`src/rtl/crack_dispatcher_if.sv`:
```
// Dispatcher bus: host start/result handshake plus per-engine control and results.
interface crack_dispatcher_if #(
    parameter int unsigned NUM_ENG = 2,
    parameter int unsigned KEY_W   = 24,
    parameter int unsigned CNT_W   = 32
);
    // Host side
    logic                     en;
    logic                     rdy;
    logic [KEY_W-1:0]         key;
    logic                     key_valid;
    logic [CNT_W-1:0]         cycles;
    logic [NUM_ENG-1:0]       busy_mask;
    // Engine side
    logic [NUM_ENG-1:0]       eng_en;
    logic [NUM_ENG-1:0]       eng_abort;
    logic [NUM_ENG*KEY_W-1:0] eng_base;
    logic [NUM_ENG-1:0]       eng_rdy;
    logic [NUM_ENG-1:0]       eng_key_valid;
    logic [NUM_ENG*KEY_W-1:0] eng_key;

    // Dispatcher view
    modport slave (
        input  en, eng_rdy, eng_key_valid, eng_key,
        output rdy, key, key_valid, cycles, busy_mask, eng_en, eng_abort, eng_base
    );

    // Host and engine-array view
    modport master (
        output en, eng_rdy, eng_key_valid, eng_key,
        input  rdy, key, key_valid, cycles, busy_mask, eng_en, eng_abort, eng_base
    );
endinterface

```
`src/rtl/crack_dispatcher.sv`:
```
// Launches NUM_ENG ARC4 crack engines together, keeps the first hit (lowest
// index on ties), aborts and drains the rest, and reports key and search time.
module crack_dispatcher #(
    parameter int unsigned NUM_ENG = 2,
    parameter int unsigned KEY_W   = 24,
    parameter int unsigned CNT_W   = 32
) (
    input  logic              clk,
    input  logic              rst_n,
    crack_dispatcher_if.slave bus
);

    typedef enum logic [2:0] {
        S_IDLE,
        S_LAUNCH,
        S_RUN,
        S_ABORT,
        S_DRAIN
    } state_t;

    state_t               state, state_d;
    logic [KEY_W-1:0]     key_q, key_d;
    logic                 key_valid_q, key_valid_d;
    logic [CNT_W-1:0]     cycles_q, cycles_d;
    logic [NUM_ENG-1:0]   busy_q, busy_d;
    logic [NUM_ENG-1:0]   eng_en_q, eng_en_d;
    logic [NUM_ENG-1:0]   eng_abort_q, eng_abort_d;

    logic [NUM_ENG-1:0]   done_c;
    logic [NUM_ENG-1:0]   hit_c;
    logic [NUM_ENG-1:0]   remain_c;
    logic [KEY_W-1:0]     win_key_c;
    logic [CNT_W-1:0]     cycles_inc_c;
    logic                 rdy_c;

    // Engine completion, hits and the engines still outstanding afterwards
    assign done_c       = busy_q & bus.eng_rdy;
    assign hit_c        = done_c & bus.eng_key_valid;
    assign remain_c     = busy_q & ~done_c;
    assign cycles_inc_c = (cycles_q == '1) ? cycles_q : cycles_q + CNT_W'(1);
    assign rdy_c        = (state == S_IDLE) && (&bus.eng_rdy);

    // Lowest-index hitting engine supplies the key (descending scan, last write wins)
    always_comb begin
        win_key_c = '0;
        for (int i = int'(NUM_ENG) - 1; i >= 0; i--) begin
            if (hit_c[i]) begin
                win_key_c = bus.eng_key[i*KEY_W +: KEY_W];
            end
        end
    end

    // Next-state and next-output decode
    always_comb begin
        state_d     = state;
        key_d       = key_q;
        key_valid_d = key_valid_q;
        cycles_d    = cycles_q;
        busy_d      = busy_q;
        eng_en_d    = '0;
        eng_abort_d = '0;
        case (state)
            S_IDLE: begin
                if (bus.en && rdy_c) begin
                    state_d     = S_LAUNCH;
                    key_d       = '0;
                    key_valid_d = 1'b0;
                    cycles_d    = '0;
                    busy_d      = '1;
                    eng_en_d    = '1;
                end
            end
            S_LAUNCH: begin
                state_d = S_RUN;
            end
            S_RUN: begin
                cycles_d = cycles_inc_c;
                busy_d   = remain_c;
                if (|hit_c) begin
                    key_d       = win_key_c;
                    key_valid_d = 1'b1;
                    eng_abort_d = remain_c;
                    state_d     = S_ABORT;
                end else if (remain_c == '0) begin
                    key_d       = '0;
                    key_valid_d = 1'b0;
                    state_d     = S_IDLE;
                end
            end
            S_ABORT: begin
                cycles_d = cycles_inc_c;
                busy_d   = remain_c;
                state_d  = S_DRAIN;
            end
            S_DRAIN: begin
                cycles_d = cycles_inc_c;
                busy_d   = remain_c;
                if (remain_c == '0) begin
                    state_d = S_IDLE;
                end
            end
            default: begin
                state_d = S_IDLE;
            end
        endcase
    end

    // State and registered outputs
    always_ff @(posedge clk or negedge rst_n) begin
        if (!rst_n) begin
            state       <= S_IDLE;
            key_q       <= '0;
            key_valid_q <= 1'b0;
            cycles_q    <= '0;
            busy_q      <= '0;
            eng_en_q    <= '0;
            eng_abort_q <= '0;
        end else begin
            state       <= state_d;
            key_q       <= key_d;
            key_valid_q <= key_valid_d;
            cycles_q    <= cycles_d;
            busy_q      <= busy_d;
            eng_en_q    <= eng_en_d;
            eng_abort_q <= eng_abort_d;
        end
    end

    // Engine i starts its interleaved walk at key i
    for (genvar g = 0; g < int'(NUM_ENG); g++) begin : g_base
        assign bus.eng_base[g*KEY_W +: KEY_W] = KEY_W'(g);
    end

    assign bus.rdy       = rdy_c;
    assign bus.key       = key_q;
    assign bus.key_valid = key_valid_q;
    assign bus.cycles    = cycles_q;
    assign bus.busy_mask = busy_q;
    assign bus.eng_en    = eng_en_q;
    assign bus.eng_abort = eng_abort_q;

endmodule

```
`src/flat_wrapper.sv`:
```
// flat-port wrapper written by rule: the top's interface ports become plain ports
module crack_dispatcher_flat 
#(
    parameter int unsigned NUM_ENG = 2,
    parameter int unsigned KEY_W   = 24,
    parameter int unsigned CNT_W   = 32
)
  (clk, rst_n, bus_en, bus_eng_rdy, bus_eng_key_valid, bus_eng_key, bus_rdy, bus_key, bus_key_valid, bus_cycles, bus_busy_mask, bus_eng_en, bus_eng_abort, bus_eng_base);
  crack_dispatcher_if #(.NUM_ENG(NUM_ENG), .KEY_W(KEY_W), .CNT_W(CNT_W)) bus_i ();
  input  logic clk;
  input  logic rst_n;
  input wire logic [$bits(bus_i.en)-1:0] bus_en;
  input wire logic [$bits(bus_i.eng_rdy)-1:0] bus_eng_rdy;
  input wire logic [$bits(bus_i.eng_key_valid)-1:0] bus_eng_key_valid;
  input wire logic [$bits(bus_i.eng_key)-1:0] bus_eng_key;
  output wire logic [$bits(bus_i.rdy)-1:0] bus_rdy;
  output wire logic [$bits(bus_i.key)-1:0] bus_key;
  output wire logic [$bits(bus_i.key_valid)-1:0] bus_key_valid;
  output wire logic [$bits(bus_i.cycles)-1:0] bus_cycles;
  output wire logic [$bits(bus_i.busy_mask)-1:0] bus_busy_mask;
  output wire logic [$bits(bus_i.eng_en)-1:0] bus_eng_en;
  output wire logic [$bits(bus_i.eng_abort)-1:0] bus_eng_abort;
  output wire logic [$bits(bus_i.eng_base)-1:0] bus_eng_base;
  assign bus_i.en = bus_en;
  assign bus_i.eng_rdy = bus_eng_rdy;
  assign bus_i.eng_key_valid = bus_eng_key_valid;
  assign bus_i.eng_key = bus_eng_key;
  assign bus_rdy = bus_i.rdy;
  assign bus_key = bus_i.key;
  assign bus_key_valid = bus_i.key_valid;
  assign bus_cycles = bus_i.cycles;
  assign bus_busy_mask = bus_i.busy_mask;
  assign bus_eng_en = bus_i.eng_en;
  assign bus_eng_abort = bus_i.eng_abort;
  assign bus_eng_base = bus_i.eng_base;
  crack_dispatcher #(.NUM_ENG(NUM_ENG), .KEY_W(KEY_W), .CNT_W(CNT_W)) u_core (.clk(clk), .rst_n(rst_n), .bus(bus_i));
endmodule
```
`config.mk`:
```
export PLATFORM = sky130hd
export DESIGN_NAME = crack_dispatcher_flat
export DESIGN_NICKNAME = d
export VERILOG_FILES = /design/src/rtl/crack_dispatcher_if.sv /design/src/rtl/crack_dispatcher.sv /design/src/flat_wrapper.sv
export SDC_FILE = /design/constraint.sdc
export NUM_CORES = 1
export LEC_CHECK = 0
export CORE_UTILIZATION = 40
export CTS_CLUSTER_SIZE = 8
export DETAILED_ROUTE_END_ITERATION = 12
export GPL_TIMING_DRIVEN = 1
export PLACE_DENSITY = 0.77
export SLEW_MARGIN = 20
export SYNTH_ARGS = -nofsm -noshare
export SYNTH_HDL_FRONTEND = slang
export SYNTH_SLANG_ARGS = --single-unit
```
`constraint.sdc`:
```
create_clock -name clk -period 2.4 [get_ports clk]
set_clock_uncertainty 0.05 [all_clocks]
set_input_delay 0.48 -clock clk [delete_from_list [all_inputs] [get_ports clk]]
set_output_delay 0.48 -clock clk [all_outputs]
set_load 0.05 [all_outputs]
```
======== After elaboration in Yosys (flattened, before gate mapping) ========
Cells that the tools add are included.
Widths: inputs -> output; s select.
word-level totals
  bits in registers ....................... 66
  latch bits .............................. 0
  RAM bits ................................ 0
  ROM bits ................................ 0
  input bits .............................. 55
  word-level logic and storage cells ...... 55
  memories ................................ 0
cells by class
  add/subtract/negate cells ............... 1
  $mul .................................... 0
  div/mod/pow operators ................... 0
  $lt $le $gt $ge ......................... 0
  eq/ne operators ......................... 8
  shifts and indexed selects .............. 0
  mux-type cells .......................... 23
  bitwise gates (word level) .............. 4
  reductions and logical operators ........ 12
operators by type and width
  kind                   number
  $mux 24                5
  $mux 32                2
  $pmux 32 s2            1
  $pmux 24 s2            1
  $add 32x1->32 const B  1
  $eq 32x32->1 const B   1
  $pmux 3 s5             1
  $mux 2                 5
  $mux 3                 3
  $and 2x2->2            3
  $eq 3x2->1 const B     2
  $reduce_and 3->1       2
  $ne 2x2->1 const B     2
  $pmux 2 s2             1
  $reduce_and 2->1       2
  $reduce_bool 2->1      2
  $eq 3x1->1 const B     1
  $eq 3x3->1 const B     1
  $logic_not 3->1        1
  $mux 1                 3
  $ne 3x1->1 const B     1
  $reduce_or 3->1        1
  $logic_and 1x1->1      2
  $logic_not 2->1        1
  3 further kinds        3

======== Depth between registers and ports, before layout ========
Gate-level depths: netlist of the first run.
  depth in word-level cells ............... 7
  gate-level depth with buffers ........... 9
  mapped depth without buffers ............ 6

======== Least setup slack after synthesis of the first run ========
Ideal clock, no wire load.
  path kind ............................... register -> register
  start ................................... register u_core.cycles_q[1], in the netlist u_core.bus.cycles[1]
  end ..................................... register u_core.cycles_q[22], in the netlist u_core.bus.cycles[22]
  arrival time ............................ 2.209 ns
  data required time ...................... 2.226 ns
  setup slack ............................. 0.018 ns
  stages on the path, launching flop included .. 7
  buffers on the path ..................... 0
  clock period less this slack ............ 2.382 ns
  path through ............................ dfrtp_1 ha_1 nand4_2 nor4_1 nand3_1 o211a_1 a211o_1
on the way
  longest elaborated chain between the ends .. 3
  elaborated cells between the ends (all ways) .. 6
  classes of those cells .................. add/sub: 1; eq/ne: 2; mux: 2; reduce/logical: 1
ends and longest elaborated chain
  item                                             line                     text
  from (decl)                                      crack_dispatcher.sv:24   logic [CNT_W-1:0] cycles_q, cycles_d;
  from (signal assigned)                           crack_dispatcher.sv:122  cycles_q <= cycles_d;
  $add 32x1->32 or $eq 32x32->1 (tied branches)    crack_dispatcher.sv:40   assign cycles_inc_c = (cycles_q == '1) ? cycles_q : cycles_q + CNT_W'(1);
  $mux 32 or $ne 2x2->1 (tied branches)            n/a
  $pmux 32 s2 or $reduce_and 3->1 (tied branches)  n/a
Several ways; a longest one is shown, not always the timed one. The select of a mux whose other input is x is not followed.
A chain may end at the register's enable or synchronous reset.

======== Worst setup path after layout of the first run ========
  start ................................... register u_core.cycles_q[15], in the netlist u_core.bus.cycles[15]
  end ..................................... output bus_cycles[15]
RTL lines
  item       line                text
  to (decl)  flat_wrapper.sv:19  output wire logic [$bits(bus_i.cycles)-1:0] bus_cycles;
No word-level cell between the ends.

==> results of run 1 <==
## power breakdown
| group | total (mW) | switching, mW | internal [mW] |
|---|---|---|---|
| Clock | 1.12 | 0.427 | 0.696 |
| Combinational | 2.94 | 1.96 | 0.986 |
| Sequential | 1.68 | 0.280 | 1.40 |
| Total | 5.74 | 2.66 | 3.08 |
## state kept, by name (all words and copies together), names as in the netlist
register	count
u_core.bus.key	24
u_core.bus.eng_en	1
u_core.bus.key_valid	1
u_core.bus.eng_abort	2
u_core.bus.busy_mask	2
u_core.bus.cycles	32
u_core.state	3
## placed cells by master (no fill, tap or decap), types with 3 or more instances in the layout
master	count
nand4_1	5
nand2b_1	3
mux2i_1	25
nor2_1	23
buf_4	16
a21oi_1	13
buf_12	3
nand3_1	16
a31oi_1	19
a221o_1	5
nor4_1	8
and3_1	7
o21ai_0	4
o2bb2ai_1	24
clkdlybuf4s50_1	116
a211o_1	9
o211a_1	5
bufinv_16	3
dfrtp_1	65
a41oi_1	3
conb_1	48
nor3_1	6
inv_1	5
nand2_1	24
clkbuf_8	9
## final cells by class
cell class              instances  area [µm²]  share of cell area (%)
clock buffers                  10         128                    2.45
repair buffers                136        1350                    25.8
inverters                       5        18.8                   0.360
multi-input cells             285        1840                    35.3
well taps                     111         139                    2.67
flip-flops and latches         65        1630                    31.2
clock inverters                 6         115                    2.21
## path summary, 6_finish.rpt
path / start / end / depth (start not counted)
setup reg to reg: u_core.bus.cycles[1]$_DFFE_PN0P_ / u_core.bus.cycles[5]$_DFFE_PN0P_ / 7
setup / recovery: u_core.bus.cycles[15]$_DFFE_PN0P_ / bus_cycles[15] / 1
hold / removal: rst_n / u_core.bus.cycles[14]$_DFFE_PN0P_ / 2
hold reg to reg: u_core.bus.key[10]$_DFFE_PN0P_ / u_core.bus.key[10]$_DFFE_PN0P_ / 1
min in group clk: u_core.bus.key[10]$_DFFE_PN0P_ / u_core.bus.key[10]$_DFFE_PN0P_ / 1
max in group asynchronous: rst_n / u_core.bus.key[5]$_DFFE_PN0P_ / 2
## cell families (layout without fill, tap and decap cells)
kind of cell | count (synthesis) | count (layout) | share of synthesized area [%]
AOI/OAI and AO/OA | 96 | 96 | 19.8
muxes | 26 | 26 | 6.90
DFF | 65 | 65 | 42.9
adders and majority gates | 1 | 1 | 0.330
and+or+nand+nor | 114 | 114 | 16.7
other | 2 | 48 | 0.198
buffers and inverters | 74 | 157 | 13.2
## per-layer routing
metal | vias up | global-route usage [%]
met5 | - | 0
met4 | 0 | 4.07
met3 | 9 | 5.97
met2 | 136 | 34.1
met1 | 1554 | 24.4
li1 | 1564 | -
## metrics by stage
stage | hold WS [ns] | setup slack (ns) | power, mW
CTS | 0.101 | 0.139 | 5.80
global placement | 0.422 | -0.0573 | 4.60
finish | 0.0973 | 0.164 | 5.74
detailed placement | 0.423 | -0.165 | 4.65
floorplan | 0.134 | 0.0176 | 3.70
global route | 0.103 | 0.0267 | 6.02
==> results.ini, run 1 <==
[drt]
drcViolationCount=0
viasPerCell=5.28
top_layer_used=met4
met1_length_um=4090
ant_nets=0
vias=3263
wl_um=9550
wl_per_cell_um=15.5
wl_met2_um=4620
drt_iter0_drc=144
firstDrtPassIters=6
met3_wirelength_um=762

[global_route]
grt_max_degree=66
grt_antenna_before_repair=0
grt_pass1_wl_um=15500
grt-ovfl-total=0
grt_pass1_vias=3148
grtUsageTotal_pct=19.7

[sta]
final_max_slew_viol_count=0
setup-violations-final=0
period_share_pct=93.2
max_freq_ghz=0.447
worst_pin_slew_ns=1.04
rsz0062_at_grt=false
hold_violations=0
min_period_ns=2.24
finalSetupTns_ns=0
slew_headroom_pct=30.5

[layout]
areaGrowthSynthToFinish_pct=37.5
final_util_pct=56.7
drive_above_1_share_pct=9.86
fin_cells=618
final_area_um2=5210
fillers=814
antenna_cells=0
nets=558

[floorplan]
rows=35
start_util_pct=41.2
die_w_um=99.3
die_h_um=99.3
dieArea_um2=9870
ios=167
core-area_um2=9200

[logic_synthesis]
netlist.area_leader.share_pct=42.9
synthCells=378
synth_common_cells=65 x dfrtp_1, 49 x buf_4, 25 x mux2i_1
yosys_warnings=0
ys_seq_area_share_pct=42.9
synth_edf_count=0
syn_avg_cell_area_um2=10.0
syn_area_um2=3790
synth.most_common_cell=dfrtp_1
yosys_register_bits=65
synthTopCellsByArea=dfrtp_1 43%, buf_4 9.7%, mux2i_1 6.6%
netlist.top_cell.by_area=dfrtp_1
async_flop_share_pct=100
ys_types=51
synthFlopType=dfrtp_1

[pwr]
power.density_nw_per_um2=1100
power.leakage_nw=2.46
irDropWorstVdd_mv=0.565

[critical_path]
required_ns=1.87
r2r_slack_ns=0.20
worst_setup_path_start_kind=flip-flop
critPathBufInv=1
crit_fanout=9
crit_arrival_ns=1.71
critPathCaptureType=output port
path_delay_family=buffers and inverters
slowest_stage=clkdlybuf4s50_1
critPathKind=flip-flop to output port
cp_cell_sequence=clkdlybuf4s50_1
cpPeakStageDelay_ns=0.86

[clock_network]
clock_latency_ns=0.34
cts_buffers=9
post_cts_resize_count=0
cts_root_buffer=clkbuf_8
post_cts_buffers=0
ctsHoldBuffers=0
clock_path_buffers=2
cts_tree=yes
clkTransAtPathRegs_ns=0.07
clock_sinks=65
htree_levels=3

[run]
drv_cap=0

[place]
gp_congestion=0.842
dp_cells=602
post_dp_cell_area_um2=4970
io_buffers=118
dp_hpwl_um=6840

[run_status]
status=completed

[min_path]
hp-class=primary input to async pin

(Power assumes the default switching activity.)
==> run 2: changes to the inputs <==
--- a/config.mk
+++ b/config.mk
@@ -5,6 +5,8 @@
 export SDC_FILE = /design/constraint.sdc
 export NUM_CORES = 1
 export LEC_CHECK = 0
+export CAP_MARGIN = 25
+export CORE_ASPECT_RATIO = 0.7
 export CORE_UTILIZATION = 40
 export CTS_CLUSTER_SIZE = 8
 export DETAILED_ROUTE_END_ITERATION = 12
==> run 2 against run 1 <==
Via count up 1.3%. Sequential share of layout area is 0.067 points lower. Clock-buffer cell count rose by 1. Power grew 1.6%. Wire length up 6.6%. Combinational power barely moved. Non-clock buffer count shrank 6. Critical endpoint is now u_core.bus.cycles[12]$_DFFE_PN0P_. Critical path depth up 6. Sequential cell count did not move. Final cell count is 1.1% higher. Largest cell class unchanged. Critical path type is now flip-flop to flip-flop. First-iteration DRC count rose by 56%.
==> results.ini, run 2 (synthesis gave the netlist of run 1 again) <==
[run_status]
status=completed  ; unchanged

[drt]
wl_per_cell_um=16.3  ; was 15.5 µm
ant_nets=0  ; unchanged
viasPerCell=5.29  ; was 5.28
drcViolationCount=0  ; unchanged
vias=3306  ; was 3,263
drt_iter0_drc=225  ; was 144
wl_um=10200  ; was 9550 µm
firstDrtPassIters=4  ; was 6

[critical_path]
crit_path_start=u_core.bus.cycles[1]$_DFFE_PN0P_  ; was u_core.bus.cycles[15]$_DFFE_PN0P_
critPathCaptureType=flip-flop  ; was output port
worst_setup_path_start_kind=flip-flop  ; unchanged
cp_cell_sequence=ha_2 -> nand4_4 -> nor4_4 -> and3_4 -> a31oi_1 -> buf_4 -> a31oi_1  ; was clkdlybuf4s50_1
cpPeakStageDelay_ns=0.44  ; was 0.86 ns
critPathBufInv=1  ; unchanged
cp-endpoint=u_core.bus.cycles[12]$_DFFE_PN0P_  ; was bus_cycles[15]
critPathKind=flip-flop to flip-flop  ; was flip-flop to output port
crit_fanout=12  ; was 9
r2r_cells=7  ; unchanged
crit_top_cell=a31oi_1
crit_arrival_ns=2.47  ; was 1.71 ns
r2r-end=u_core.bus.cycles[12]$_DFFE_PN0P_  ; was u_core.bus.cycles[5]$_DFFE_PN0P_
r2r_slack_ns=0.12  ; was 0.20 ns
r2r-start=u_core.bus.cycles[1]$_DFFE_PN0P_  ; unchanged
path_delay_family=simple AND/OR/NAND/NOR gates  ; was buffers and inverters
worstSetupPathDepth=7  ; was 1
required_ns=2.59  ; was 1.87 ns
slowest_stage=dfrtp_1  ; was clkdlybuf4s50_1

[global_route]
grtUsageTotal_pct=21.3  ; was 19.7%
grt_max_degree=56  ; was 66
grt_pass1_vias=3221  ; was 3,148
grt_pass1_wl_um=16400  ; was 15,500 µm
grt-ovfl-total=0  ; unchanged
grt_antenna_before_repair=0  ; unchanged

[sta]
slew_headroom_pct=59.2  ; was 30.5%
setup-violations-final=0  ; unchanged
max_freq_ghz=0.439  ; was 0.447 GHz
min_period_ns=2.28  ; was 2.24 ns
setup_ws_ns=0.120  ; was 0.164 ns
hold_violations=0  ; unchanged
worst_pin_slew_ns=0.606  ; was 1.04 ns
finalSetupTns_ns=0  ; unchanged
period_share_pct=95.0  ; was 93.2%
final_max_slew_viol_count=0  ; unchanged
rsz0062_at_grt=false  ; unchanged
holdWs_ns=0.442  ; was 0.0973 ns

[layout]
multi_input_area_um2=1870  ; was 1840 µm²
fin_cells=625  ; was 618
drive_above_1_share_pct=8.98  ; was 9.86%
antenna_cells=0  ; unchanged
fillers=782  ; was 814
final_area_um2=5220  ; was 5210 µm²
mostFrequentLayoutCells=116 x clkdlybuf4s50_1, 65 x dfrtp_1, 48 x conb_1  ; unchanged
final_util_pct=57.1  ; was 56.7%
nets=553  ; was 558
seq_area_um2=1630  ; unchanged
areaGrowthSynthToFinish_pct=37.8  ; was 37.5%
layout_commonest_cell=clkdlybuf4s50_1  ; unchanged
largest_reg_flops=32  ; unchanged

[clock_network]
cts_root_buffer=clkbuf_16  ; was clkbuf_8
clock_path_buffers=2  ; unchanged
clock_latency_ns=0.33  ; was 0.34 ns
htree_levels=3  ; unchanged
clock_sinks=65  ; unchanged
clkTransAtPathRegs_ns=0.05  ; was 0.07 ns
cts_tree=yes  ; unchanged
cts_buffers=9  ; unchanged

[floorplan]
core-area_um2=9140  ; was 9200 µm²
die_h_um=83.4  ; was 99.3 µm
rows=29  ; was 35
ios=167  ; unchanged
start_util_pct=41.4  ; was 41.2%
dieArea_um2=9870  ; about the same
die_w_um=118  ; was 99.3 µm

[pwr]
power.density_nw_per_um2=1120  ; was 1100 nW/µm²
irDropWorstVdd_mv=0.688  ; was 0.565 mV
power.leakage_nw=2.45  ; was 2.46 nW
power_mw=5.83  ; was 5.74 mW

[place]
post_dp_cell_area_um2=4910  ; was 4970 µm²
io_buffers=118  ; unchanged
gp_congestion=0.797  ; was 0.842
dp_hpwl_um=7360  ; was 6840 µm
place_ws_ns=0.0490  ; was -0.165 ns
dp_cells=607  ; was 602

[run]
drv_cap=0  ; unchanged

[min_path]
hp-class=flip-flop to flip-flop  ; was primary input to async pin

## run 2: cell types whose count changed in the layout (fill, tap and decap cells not counted), sizes merged
cell	previous run	this run
clkbuf	10	11
a31o	1	2
buf	20	13
inv	6	5
clkinv	1	4
bufinv	3	0
dlygate4sd3	0	1
clkinvlp	1	0
## run 2: layout make-up
type / count / area share, %
inverter: 5 / 0.359
clock inverter: 4 / 0.383
tap: 124 / 2.97
clock buffer: 11 / 4.65
sequential: 65 / 31.1
multi-input combinational: 286 / 35.8
timing repair buffer: 130 / 24.7
## run 2: timing repair
item | in CTS | in global routing
endpoints found under the hold margin | 10 | 0
hold buffers | 1 | 0
gates resized for setup | 0 | 5
buffers inserted | 0 | 1
endpoints found under the setup margin | 0 | 30
## run 2: worst register-to-register path, delay by kind of cell (launching register included)
kind            cells  cell delay (ns)
simple gates        3             0.90
buf+inv             1             0.21
flops               1             0.44
compound gates      2             0.30
fa+ha+maj           1             0.29
## run 2: worst min-delay path by stage
| stage | to | startpoint | cells past startpoint | slack (ns) |
|---|---|---|---|---|
| 2_1_floorplan | u_core.bus.busy_mask[0]$_DFFE_PN0P_ | rst_n | 0 | 0.13 |
| 3_5_place_dp | u_core.bus.key[3]$_DFFE_PN0P_ | rst_n | 1 | 0.33 |
| 6_report | u_core.bus.key[17]$_DFFE_PN0P_ | u_core.bus.key[17]$_DFFE_PN0P_ | 1 | 0.44 |
| 4_1_cts | u_core.bus.key[17]$_DFFE_PN0P_ | u_core.bus.key[17]$_DFFE_PN0P_ | 1 | 0.44 |
| 3_3_place_gp | u_core.bus.key[0]$_DFFE_PN0P_ | rst_n | 1 | 0.31 |
| 5_1_grt | u_core.bus.key[0]$_DFFE_PN0P_ | u_core.bus.key[0]$_DFFE_PN0P_ | 1 | 0.46 |
## run 2: routing by layer
layer,vias up,GRT usage [%],routed length (µm)
met5,-,0,0
met4,0,6.64,142
met3,13,6.04,578
met2,118,34.0,4980
met1,1616,27.8,4480
li1,1559,-,-
## run 2: report_power, final
| part | total, mW | leakage [nW] | internal, mW | switching [mW] |
|---|---|---|---|---|
| clock network | 1.18 | 0.135 | 0.713 | 0.467 |
| logic | 2.94 | 1.43 | 0.964 | 1.98 |
| registers | 1.71 | 0.885 | 1.40 | 0.311 |
